[src/rtl/mac3_sequencer_if.sv]
// mac3_sequencer_if: operand, MAC, result and status bundle for mac3_sequencer
interface mac3_sequencer_if #(
    parameter int A_WIDTH           = 16,
    parameter int B_WIDTH           = 16,
    parameter int ACCUMULATOR_WIDTH = 32,
    parameter int OUTPUT_WIDTH      = 16,
    parameter int CNT_WIDTH         = 16
);
    logic                         start;
    logic [CNT_WIDTH-1:0]         cfg_groups;
    logic [CNT_WIDTH-1:0]         cfg_num_outputs;
    logic [31:0]                  cfg_ch_out_base;
    logic                         in_valid;
    logic                         in_ready;
    logic signed [A_WIDTH-1:0]    in_a0, in_a1, in_a2;
    logic signed [B_WIDTH-1:0]    in_b0, in_b1, in_b2;
    logic [ACCUMULATOR_WIDTH-1:0] in_partial_sum;
    logic                         mac_input_valid;
    logic                         mac_accumulate_internal;
    logic                         mac_out_written_to_mem;
    logic [ACCUMULATOR_WIDTH-1:0] mac_partial_sum_in;
    logic [31:0]                  mac_ch_out_in;
    logic signed [A_WIDTH-1:0]    mac_a0, mac_a1, mac_a2;
    logic signed [B_WIDTH-1:0]    mac_b0, mac_b1, mac_b2;
    logic [OUTPUT_WIDTH-1:0]      mac_out;
    logic [31:0]                  mac_ch_out;
    logic                         res_valid;
    logic                         res_ready;
    logic [OUTPUT_WIDTH-1:0]      res_data;
    logic [31:0]                  res_ch_out;
    logic                         res_last;
    logic                         busy;
    logic                         done;

    modport master (
        input  start, cfg_groups, cfg_num_outputs, cfg_ch_out_base,
               in_valid, in_a0, in_a1, in_a2, in_b0, in_b1, in_b2, in_partial_sum,
               mac_out, mac_ch_out, res_ready,
        output in_ready, mac_input_valid, mac_accumulate_internal, mac_out_written_to_mem,
               mac_partial_sum_in, mac_ch_out_in, mac_a0, mac_a1, mac_a2, mac_b0, mac_b1, mac_b2,
               res_valid, res_data, res_ch_out, res_last, busy, done
    );

    modport slave (
        output start, cfg_groups, cfg_num_outputs, cfg_ch_out_base,
               in_valid, in_a0, in_a1, in_a2, in_b0, in_b1, in_b2, in_partial_sum,
               mac_out, mac_ch_out, res_ready,
        input  in_ready, mac_input_valid, mac_accumulate_internal, mac_out_written_to_mem,
               mac_partial_sum_in, mac_ch_out_in, mac_a0, mac_a1, mac_a2, mac_b0, mac_b1, mac_b2,
               res_valid, res_data, res_ch_out, res_last, busy, done
    );
endinterface

[src/rtl/mac3_sequencer.sv]
// mac3_sequencer: issues operand groups into the mac3 pipeline and tracks results with a tag shift register
module mac3_sequencer #(
    parameter int A_WIDTH           = 16,
    parameter int B_WIDTH           = 16,
    parameter int ACCUMULATOR_WIDTH = 32,
    parameter int OUTPUT_WIDTH      = 16,
    parameter int MAC_LATENCY       = 4,
    parameter int CNT_WIDTH         = 16
) (
    input logic              clk,
    input logic              arst_n_in,
    mac3_sequencer_if.master bus
);
    localparam int DW = $clog2(MAC_LATENCY + 1);

    typedef enum logic [1:0] {IDLE, RUN, DRAIN, FINISH} state_t;

    state_t               state, state_nxt;
    logic [CNT_WIDTH-1:0] groups, num_outputs, grp_cnt, out_cnt;
    logic [31:0]          base;
    logic [DW-1:0]        drain_cnt;
    logic [MAC_LATENCY-1:0] tag, last_tag;
    logic                 taken, head, res_valid, slot_ok, beat, bubble, adv, hs, last_grp, last_out;

    assign head      = tag[MAC_LATENCY-1];
    assign res_valid = head & ~taken;
    assign slot_ok   = ~res_valid | bus.res_ready;
    assign hs        = res_valid & bus.res_ready;
    assign beat      = (state == RUN) & bus.in_valid & slot_ok;
    assign bubble    = (state == DRAIN) & (drain_cnt != '0) & slot_ok;
    assign adv       = beat | bubble;
    assign last_grp  = grp_cnt == groups - 1'b1;
    assign last_out  = out_cnt == num_outputs - 1'b1;

    // state register
    always_ff @(posedge clk) begin
        if (!arst_n_in) state <= IDLE;
        else            state <= state_nxt;
    end

    // next-state: leave DRAIN only once every bubble has issued and the final result is taken
    always_comb begin
        state_nxt = state;
        unique case (state)
            IDLE:    if (bus.start) state_nxt = (bus.cfg_num_outputs == '0) ? FINISH : RUN;
            RUN:     if (beat && last_grp && last_out) state_nxt = DRAIN;
            DRAIN:   if (drain_cnt == '0 && slot_ok) state_nxt = FINISH;
            FINISH:  state_nxt = IDLE;
            default: state_nxt = IDLE;
        endcase
    end

    // outputs: MAC side inputs are zero except on an advance, bubbles keep the accumulator
    always_comb begin
        bus.in_ready                = (state == RUN) & slot_ok;
        bus.mac_input_valid         = adv;
        bus.mac_accumulate_internal = beat ? (grp_cnt != '0) : bubble;
        bus.mac_out_written_to_mem  = beat & last_grp;
        bus.mac_partial_sum_in      = (beat && grp_cnt == '0) ? bus.in_partial_sum : ACCUMULATOR_WIDTH'(0);
        bus.mac_ch_out_in           = beat ? base + 32'(out_cnt) : 32'd0;
        bus.mac_a0                  = beat ? bus.in_a0 : A_WIDTH'(0);
        bus.mac_a1                  = beat ? bus.in_a1 : A_WIDTH'(0);
        bus.mac_a2                  = beat ? bus.in_a2 : A_WIDTH'(0);
        bus.mac_b0                  = beat ? bus.in_b0 : B_WIDTH'(0);
        bus.mac_b1                  = beat ? bus.in_b1 : B_WIDTH'(0);
        bus.mac_b2                  = beat ? bus.in_b2 : B_WIDTH'(0);
        bus.res_valid               = res_valid;
        bus.res_data                = bus.mac_out[OUTPUT_WIDTH-1:0];
        bus.res_ch_out              = bus.mac_ch_out;
        bus.res_last                = res_valid & last_tag[MAC_LATENCY-1];
        bus.busy                    = state != IDLE;
        bus.done                    = state == FINISH;
    end

    // job config, counters, and result tags that shift in lock-step with the MAC pipeline
    always_ff @(posedge clk) begin
        if (!arst_n_in) begin
            groups      <= '0;
            num_outputs <= '0;
            base        <= '0;
            grp_cnt     <= '0;
            out_cnt     <= '0;
            drain_cnt   <= '0;
            tag         <= '0;
            last_tag    <= '0;
            taken       <= 1'b0;
        end else begin
            if (state == IDLE && bus.start) begin
                groups      <= (bus.cfg_groups == '0) ? CNT_WIDTH'(1) : bus.cfg_groups;
                num_outputs <= bus.cfg_num_outputs;
                base        <= bus.cfg_ch_out_base;
                grp_cnt     <= '0;
                out_cnt     <= '0;
            end
            if (beat) begin
                grp_cnt <= last_grp ? '0 : grp_cnt + 1'b1;
                out_cnt <= last_grp ? out_cnt + 1'b1 : out_cnt;
                if (last_grp && last_out) drain_cnt <= DW'(MAC_LATENCY - 1);
            end
            if (bubble) drain_cnt <= drain_cnt - 1'b1;
            if (adv) begin
                tag      <= (tag << 1) | MAC_LATENCY'(beat & last_grp);
                last_tag <= (last_tag << 1) | MAC_LATENCY'(beat & last_grp & last_out);
            end
            taken <= adv ? 1'b0 : (taken | hs);
            if (state == FINISH) begin
                tag      <= '0;
                last_tag <= '0;
                taken    <= 1'b0;
            end
        end
    end
endmodule

[src/flat_wrapper.sv]
// flat-port wrapper written by rule: the top's interface ports become plain ports
module mac3_sequencer_flat 
#(
    parameter int A_WIDTH           = 16,
    parameter int B_WIDTH           = 16,
    parameter int ACCUMULATOR_WIDTH = 32,
    parameter int OUTPUT_WIDTH      = 16,
    parameter int MAC_LATENCY       = 4,
    parameter int CNT_WIDTH         = 16
)
  (clk, arst_n_in, bus_start, bus_cfg_groups, bus_cfg_num_outputs, bus_cfg_ch_out_base, bus_in_valid, bus_in_a0, bus_in_a1, bus_in_a2, bus_in_b0, bus_in_b1, bus_in_b2, bus_in_partial_sum, bus_mac_out, bus_mac_ch_out, bus_res_ready, bus_in_ready, bus_mac_input_valid, bus_mac_accumulate_internal, bus_mac_out_written_to_mem, bus_mac_partial_sum_in, bus_mac_ch_out_in, bus_mac_a0, bus_mac_a1, bus_mac_a2, bus_mac_b0, bus_mac_b1, bus_mac_b2, bus_res_valid, bus_res_data, bus_res_ch_out, bus_res_last, bus_busy, bus_done);
  mac3_sequencer_if #(.A_WIDTH(A_WIDTH), .B_WIDTH(B_WIDTH), .ACCUMULATOR_WIDTH(ACCUMULATOR_WIDTH), .OUTPUT_WIDTH(OUTPUT_WIDTH), .CNT_WIDTH(CNT_WIDTH)) bus_i ();
  input logic clk;
  input logic arst_n_in;
  input wire logic [$bits(bus_i.start)-1:0] bus_start;
  input wire logic [$bits(bus_i.cfg_groups)-1:0] bus_cfg_groups;
  input wire logic [$bits(bus_i.cfg_num_outputs)-1:0] bus_cfg_num_outputs;
  input wire logic [$bits(bus_i.cfg_ch_out_base)-1:0] bus_cfg_ch_out_base;
  input wire logic [$bits(bus_i.in_valid)-1:0] bus_in_valid;
  input wire logic [$bits(bus_i.in_a0)-1:0] bus_in_a0;
  input wire logic [$bits(bus_i.in_a1)-1:0] bus_in_a1;
  input wire logic [$bits(bus_i.in_a2)-1:0] bus_in_a2;
  input wire logic [$bits(bus_i.in_b0)-1:0] bus_in_b0;
  input wire logic [$bits(bus_i.in_b1)-1:0] bus_in_b1;
  input wire logic [$bits(bus_i.in_b2)-1:0] bus_in_b2;
  input wire logic [$bits(bus_i.in_partial_sum)-1:0] bus_in_partial_sum;
  input wire logic [$bits(bus_i.mac_out)-1:0] bus_mac_out;
  input wire logic [$bits(bus_i.mac_ch_out)-1:0] bus_mac_ch_out;
  input wire logic [$bits(bus_i.res_ready)-1:0] bus_res_ready;
  output wire logic [$bits(bus_i.in_ready)-1:0] bus_in_ready;
  output wire logic [$bits(bus_i.mac_input_valid)-1:0] bus_mac_input_valid;
  output wire logic [$bits(bus_i.mac_accumulate_internal)-1:0] bus_mac_accumulate_internal;
  output wire logic [$bits(bus_i.mac_out_written_to_mem)-1:0] bus_mac_out_written_to_mem;
  output wire logic [$bits(bus_i.mac_partial_sum_in)-1:0] bus_mac_partial_sum_in;
  output wire logic [$bits(bus_i.mac_ch_out_in)-1:0] bus_mac_ch_out_in;
  output wire logic [$bits(bus_i.mac_a0)-1:0] bus_mac_a0;
  output wire logic [$bits(bus_i.mac_a1)-1:0] bus_mac_a1;
  output wire logic [$bits(bus_i.mac_a2)-1:0] bus_mac_a2;
  output wire logic [$bits(bus_i.mac_b0)-1:0] bus_mac_b0;
  output wire logic [$bits(bus_i.mac_b1)-1:0] bus_mac_b1;
  output wire logic [$bits(bus_i.mac_b2)-1:0] bus_mac_b2;
  output wire logic [$bits(bus_i.res_valid)-1:0] bus_res_valid;
  output wire logic [$bits(bus_i.res_data)-1:0] bus_res_data;
  output wire logic [$bits(bus_i.res_ch_out)-1:0] bus_res_ch_out;
  output wire logic [$bits(bus_i.res_last)-1:0] bus_res_last;
  output wire logic [$bits(bus_i.busy)-1:0] bus_busy;
  output wire logic [$bits(bus_i.done)-1:0] bus_done;
  assign bus_i.start = bus_start;
  assign bus_i.cfg_groups = bus_cfg_groups;
  assign bus_i.cfg_num_outputs = bus_cfg_num_outputs;
  assign bus_i.cfg_ch_out_base = bus_cfg_ch_out_base;
  assign bus_i.in_valid = bus_in_valid;
  assign bus_i.in_a0 = bus_in_a0;
  assign bus_i.in_a1 = bus_in_a1;
  assign bus_i.in_a2 = bus_in_a2;
  assign bus_i.in_b0 = bus_in_b0;
  assign bus_i.in_b1 = bus_in_b1;
  assign bus_i.in_b2 = bus_in_b2;
  assign bus_i.in_partial_sum = bus_in_partial_sum;
  assign bus_i.mac_out = bus_mac_out;
  assign bus_i.mac_ch_out = bus_mac_ch_out;
  assign bus_i.res_ready = bus_res_ready;
  assign bus_in_ready = bus_i.in_ready;
  assign bus_mac_input_valid = bus_i.mac_input_valid;
  assign bus_mac_accumulate_internal = bus_i.mac_accumulate_internal;
  assign bus_mac_out_written_to_mem = bus_i.mac_out_written_to_mem;
  assign bus_mac_partial_sum_in = bus_i.mac_partial_sum_in;
  assign bus_mac_ch_out_in = bus_i.mac_ch_out_in;
  assign bus_mac_a0 = bus_i.mac_a0;
  assign bus_mac_a1 = bus_i.mac_a1;
  assign bus_mac_a2 = bus_i.mac_a2;
  assign bus_mac_b0 = bus_i.mac_b0;
  assign bus_mac_b1 = bus_i.mac_b1;
  assign bus_mac_b2 = bus_i.mac_b2;
  assign bus_res_valid = bus_i.res_valid;
  assign bus_res_data = bus_i.res_data;
  assign bus_res_ch_out = bus_i.res_ch_out;
  assign bus_res_last = bus_i.res_last;
  assign bus_busy = bus_i.busy;
  assign bus_done = bus_i.done;
  mac3_sequencer #(.A_WIDTH(A_WIDTH), .B_WIDTH(B_WIDTH), .ACCUMULATOR_WIDTH(ACCUMULATOR_WIDTH), .OUTPUT_WIDTH(OUTPUT_WIDTH), .MAC_LATENCY(MAC_LATENCY), .CNT_WIDTH(CNT_WIDTH)) u_core (.clk(clk), .arst_n_in(arst_n_in), .bus(bus_i));
endmodule
[config.mk]
export PLATFORM = sky130hd
export DESIGN_NAME = mac3_sequencer_flat
export DESIGN_NICKNAME = d
export VERILOG_FILES = /design/src/rtl/mac3_sequencer_if.sv /design/src/rtl/mac3_sequencer.sv /design/src/flat_wrapper.sv
export SDC_FILE = /design/constraint.sdc
export NUM_CORES = 1
export LEC_CHECK = 0
export BUFFER_PORTS_ARGS = -buffer_cell sky130_fd_sc_hd__buf_2
export CAP_MARGIN = 40
export CORE_AREA = 3 3 177 179
export CTS_CLUSTER_DIAMETER = 200
export DETAILED_ROUTE_END_ITERATION = 10
export DIE_AREA = 0 0 180 182
export PLACE_DENSITY_LB_ADDON = 0.1
export RECOVER_POWER = 100
export SETUP_SLACK_MARGIN = 0.1
export SLEW_MARGIN = 15
export SYNTH_ARGS = -nofsm -noshare
export SYNTH_HDL_FRONTEND = slang
export SYNTH_SLANG_ARGS = --single-unit
[constraint.sdc]
create_clock -name clk -period 4.4 [get_ports clk]
set_input_delay 0.88 -clock clk [delete_from_list [all_inputs] [get_ports clk]]
set_output_delay 0.88 -clock clk [all_outputs]
set_load 0.05 [all_outputs]
After elaboration in Yosys (flattened, before gate mapping)
Cells that the tools add are included.
{ "word_totals": {"output_inout_bits": 216, "ramBits": 0, "n_memories": 0, "elab_cells": 89, "romBits": 0, "ff_bits": 110, "in_bits": 245, "latch_bits": 0} }
{ "classes": {"n_bitwise": 19, "n_mul": 0, "n_mux": 23, "n_eq_ne": 9, "n_addsub": 6, "n_lt_le_gt_ge": 0, "reduce_logical": 22, "shifts": 0, "div": 0} }
{ "op_table": {"columns": ["op", "count"], "rows": [
  ["16-bit two-way mux", 12],
  ["32-bit two-way mux", 2],
  ["16-bit logical NOT", 3],
  ["16-bit by 1-bit adder with 16-bit output, second input constant", 2],
  ["32-bit by 16-bit adder with 32-bit output", 1],
  ["16-bit == test", 2],
  ["16-bit by 1-bit subtractor with 16-bit output, second input constant", 2],
  ["16-bit nonzero test", 1],
  ["1-bit bitwise AND", 10],
  ["3-bit two-way mux", 3],
  ["2-bit two-way mux", 4],
  ["4-bit bitwise OR", 2],
  ["2-bit one-hot mux with 4 select lines", 1],
  ["2-bit nonzero test", 4],
  ["1-bit logical AND", 6],
  ["2-bit inequality test, second input constant", 3],
  ["4-bit by 1-bit bitwise AND with 4-bit output", 1],
  ["2-bit == test, second input constant", 2],
  ["2-bit AND reduction", 2],
  ["3-bit logical NOT", 1],
  ["1-bit inverter", 3],
  ["1-bit bitwise OR", 3],
  ["3-bit AND reduction", 1],
  ["3-bit nonzero test", 1],
  ["other kinds (7)", 7]
]} }

Longest topological paths before layout
{ "logic_depth": {"depth_word": 9, "ltp_mapped": 11, "depth_no_buf": 9} }

Worst setup path after synthesis
OpenSTA, ideal clock, no wires.
{ "synth_path": {"path_type": "register to output", "start": "register u_core.out_cnt[0]", "end": "output bus_mac_ch_out_in[20]", "arrival_time_ns": 3.432, "slack_ns": 0.088, "t_required_ns": 3.520, "n_path_buf": 0, "path_stages_with_launch": 10, "cell_sequence": "dfxtp_1 -> ha_1 -> fa_1 -> a21oi_1 -> o2bb2ai_1 -> o211a_1 -> o311ai_0 -> a21oi_1 -> nand2_1 -> mux2i_1"} }
{ "synth_via": {"elab_chain_cells": 2} }
{ "synth_lines": {"columns": ["item", "line", "rtl"], "rows": [
  ["start, declared", "mac3_sequencer.sv:19", "logic [CNT_WIDTH-1:0] groups, num_outputs, grp_cnt, out_cnt;"],
  ["start signal, assigned", "mac3_sequencer.sv:97", "out_cnt <= last_grp ? out_cnt + 1'b1 : out_cnt;"],
  ["32-bit by 16-bit adder with 32-bit output", "mac3_sequencer.sv:60", "bus.mac_ch_out_in = beat ? base + 32'(out_cnt) : 32'd0;"],
  ["32-bit two-way mux", "mac3_sequencer.sv:60", null],
  ["end, declared", "flat_wrapper.sv:35", "output wire logic [$bits(bus_i.mac_ch_out_in)-1:0] bus_mac_ch_out_in;"]
]} }
No other way between the ends.

Final worst setup path
Same ends and word-level chain as after synthesis.

==> metrics.md <==
| Metric | Value |
|---|---|
| Status | complete, but fails checks |
| Failing checks | max-capacitance violations, max-slew violations |
| Avg WL per Cell | 18.32 um |
| Most common flop cell mapped by yosys | dfxtp_1 |
| Post-synth top area share | 0.2527 |
| Static Leak | 4.425 nW |
| Tightest Pin Transition | 2.299 ns |
| Syn_nets | 1497 |
| Yosys warns | 0 |
| Clk sinks | 110 |
| Layout Skew | 0.009901 ns |
| Number of global-route vias before repair | 9045 |
| Setup bufs post-CTS | 0 |
| Grt met2 use | 0.3672 |
| Ratio of final minimum period to clock period | 0.9557 |
| Met3 capacity usage during global routing | 0.02965 |
| RSZ-0062 raised after global routing | true |
| Seq cells post-synth | 110 |
| Vias | 9532 |
| Crit Path Max Fanout | 7 |
| Worst EP arrival | 3.32 ns |
| Multi-input logic area | 0.005682 sq mm |
| GRT overflow | 0 |
| Top cells by area, synth | dfxtp_1 (25%), and2_1 (9.8%), nand2_1 (9.1%) |
| Layer with the highest usage | met2 |
| Pwr Density | 396.4 mW/mm^2 |
| PostCTS Resize Cnt | 0 |
| Area leader, netlist | dfxtp_1 |
| Routability congestion estimate | 0.8844 |
| Met1 Use GR | 0.2341 |
| All-Layer GR Usage | 0.1982 |
| Mapped Cells | 1223 |
| Post-synthesis sequential area ratio | 0.2527 |
| Layout filler cell count | 3310 |
| Clock root buffer master | clkbuf_16 |
| Clk buf depth | 2 |
| Reg clk slew, reported paths | 0.07 ns |
| Max Freq | 237.8 MHz |
| WS Path Type | register to output pin |
| Slew Limit Fails | 86 |
| Hold crit path type | register to register |
| Layout cells sized above 1 | 0.2031 |
| Final Instance Area | 0.01054 sq mm |
| Avg Synthesized Cell Area | 7.125 sq um |
| Worst vdd ir | 0.1851 mV |
| Pin count of the biggest net entering global routing | 51 |
| Post-DP HPWL | 27.48 mm |
| DIE HEIGHT | 182 um |
| Nets | 1753 |
| Post-Route WL | 34.31 mm |
| Number of hold buffers added after CTS | 0 |
| Most instantiated cells after synthesis | nand2_1 (211), and2_1 (137), dfxtp_1 (110) |
| Register area | 0.002202 sq mm |
| Area grow syn2layout | 20.96% |
| Post-placement cell area | 0.01045 sq mm |
| Final Critical Period | 4.205 ns |
| CTS tree | done |
| DRC violations left | 0 |
| TritonRoute pass-1 iters | 5 |
| CP Capture Type | output pin |
| Fin. Hold Viols | 0 |
| Detailed-route vias per instance | 5.089 |
| Setup TNS | 0 ns |
| I/O pins | 461 |
| Core ar. | 0.02972 sq mm |
| Max-Slew Margin vs Limit | -0.5324 |
| Num CTS Buffers | 9 |
| Initial Utilization | 0.2932 |
| Mapped Area | 0.008713 sq mm |
| Max-cap viol count | 2 |
| Site Rows | 63 |
| Post-synth EDFFs | 0 |
| Clock Latency Late Sink | 0.36 ns |
| Post-synth ARST share | 0 |
| Worst Path Required | 3.52 ns |
| Iteration-0 DRC Markers | 534 |
| Final setup violation count | 0 |
| Post-synth cell types | 71 |
| Die width | 180 um |
| H-tree levels | 3 |
| # port buffers | 364 |
| Most instantiated library cell after synthesis | nand2_1 |
| Global-route wire length before repair | 51.59 mm |
| Initial antenna violation count | 3 |
| Antenna violation net count after detailed routing | 0 |
| Die Area | 0.03276 sq mm |
| Worst Setup Start Kind | register |
==> layout make-up <==
cell class | instances | share of cell area
Timing Repair Buffer | 381 | 0.1693
Multi-Input combinational cell | 945 | 0.5391
Sequential cell | 110 | 0.2089
Tap cell | 390 | 0.04630
Inverter | 32 | 0.01140
Antenna cell | 1 | 0.0002374
Clock inverter | 5 | 0.003443
Clock buffer | 9 | 0.02137
==> flip-flops by register name, summed over array words and instances, names as in the netlist <==
signal / count
u_core.base: 32
u_core.groups: 16
u_core.grp_cnt: 16
u_core.num_outputs: 16
u_core.out_cnt: 16
u_core.last_tag: 4
u_core.tag: 4
u_core.drain_cnt: 3
u_core.state: 2
u_core.taken: 1
==> layer usage <==
layer | share of wire | routed length, um | vias up
met3 | 0.055 | 1903 | 44
met4 | 0.027 | 925 | 0
met5 | 0 | 0 | -
met2 | 0.51 | 17430 | 365
met1 | 0.41 | 14050 | 4400
li1 | - | - | 4723
==> worst max-delay path, stage by stage, from the launching register on <==
cell,delay (ns)
dfxtp_1,0.38
ha_1,0.24
fa_1,0.40
a21oi_1,0.20
o2bb2ai_1,0.16
o211a_1,0.28
o311ai_0,0.31
buf_4,0.22
a21oi_2,0.12
nand2_1,0.15
mux2i_2,0.21
clkbuf_2,0.31
==> report_power, final <==
group	internal [mW]	leakage (nW)	total, mW	switching (mW)
sequential	1.09	0.897	1.23	0.140
clock	0.380	0.120	0.777	0.397
combinational	0.598	3.41	2.17	1.57
==> per-stage QoR <==
stage	setup WS, ns	hold slack [ns]	std cells	power (mW)	util
final	0.1951	0.4575	1873	4.178	0.3547
after global routing	0.05157	0.4758	1873	4.453	0.3547
after CTS	0.1098	0.4580	1872	4.276	0.3606
after detailed placement	0.5336	0.4463	1858	3.488	0.3518
after global placement	0.5549	0.4483	1858	3.481	0.3518
after floorplan	0.2499	0.4273	1223	2.990	-
==> kinds of logic after synthesis <==
| family | synth area share |
|---|---|
| AND/OR/NAND/NOR | 0.3656 |
| AO/OA/AOI/OAI | 0.1786 |
| buffers and inverters | 0.09578 |
| flip-flops | 0.2527 |
| XOR/XNOR | 0.05327 |
| adder cells (fa/ha/maj) | 0.04250 |
| multiplexers | 0.01149 |
==> placed cells by master (no fill, tap or decap), types with 6 or more instances in the layout <==
cell type / netlist / routed
a211oi_1: 5 / 6
ha_1: 28 / 28
buf_4: 50 / 9
o211a_1: 7 / 7
o211ai_1: 11 / 11
nor3b_1: 6 / 6
o2111ai_1: 9 / 9
nand4_1: 19 / 21
clkbuf_1: 68 / 116
xor2_1: 11 / 11
mux2i_1: 10 / 9
nor3_1: 36 / 35
a21o_1: 6 / 6
o31ai_1: 8 / 8
buf_2: 7 / 207
nor2_1: 54 / 54
nand2_1: 211 / 211
or4_1: 9 / 9
nor4_1: 27 / 27
and3_1: 13 / 12
o21ai_0: 20 / 20
o21bai_1: 6 / 6
a31oi_1: 13 / 13
nand2b_1: 15 / 15
and4_1: 7 / 7
dfxtp_1: 110 / 110
clkbuf_2: 0 / 49
and2_1: 137 / 133
clkbuf_16: 0 / 9
nor2b_1: 6 / 6
a21oi_1: 103 / 102
o21a_1: 6 / 6
nand3_1: 45 / 45
o311ai_0: 5 / 6
inv_1: 31 / 30
or3_1: 6 / 6
xnor2_1: 42 / 42
==> path summary, 6_finish.rpt <==
| path | from | endpoint | slack, ns | cells past startpoint |
|---|---|---|---|---|
| max | u_core.out_cnt[0] | bus_mac_ch_out_in[20] | 0.20 | 11 |
| min | u_core.last_tag[3] | u_core.last_tag[3] | 0.46 | 2 |
| max reg2reg | u_core.groups[0] | u_core.out_cnt[0] | 0.74 | 9 |
| min reg2reg | u_core.last_tag[3] | u_core.last_tag[3] | 0.46 | 2 |
Note: power is estimated with default switching activity, not from simulation.
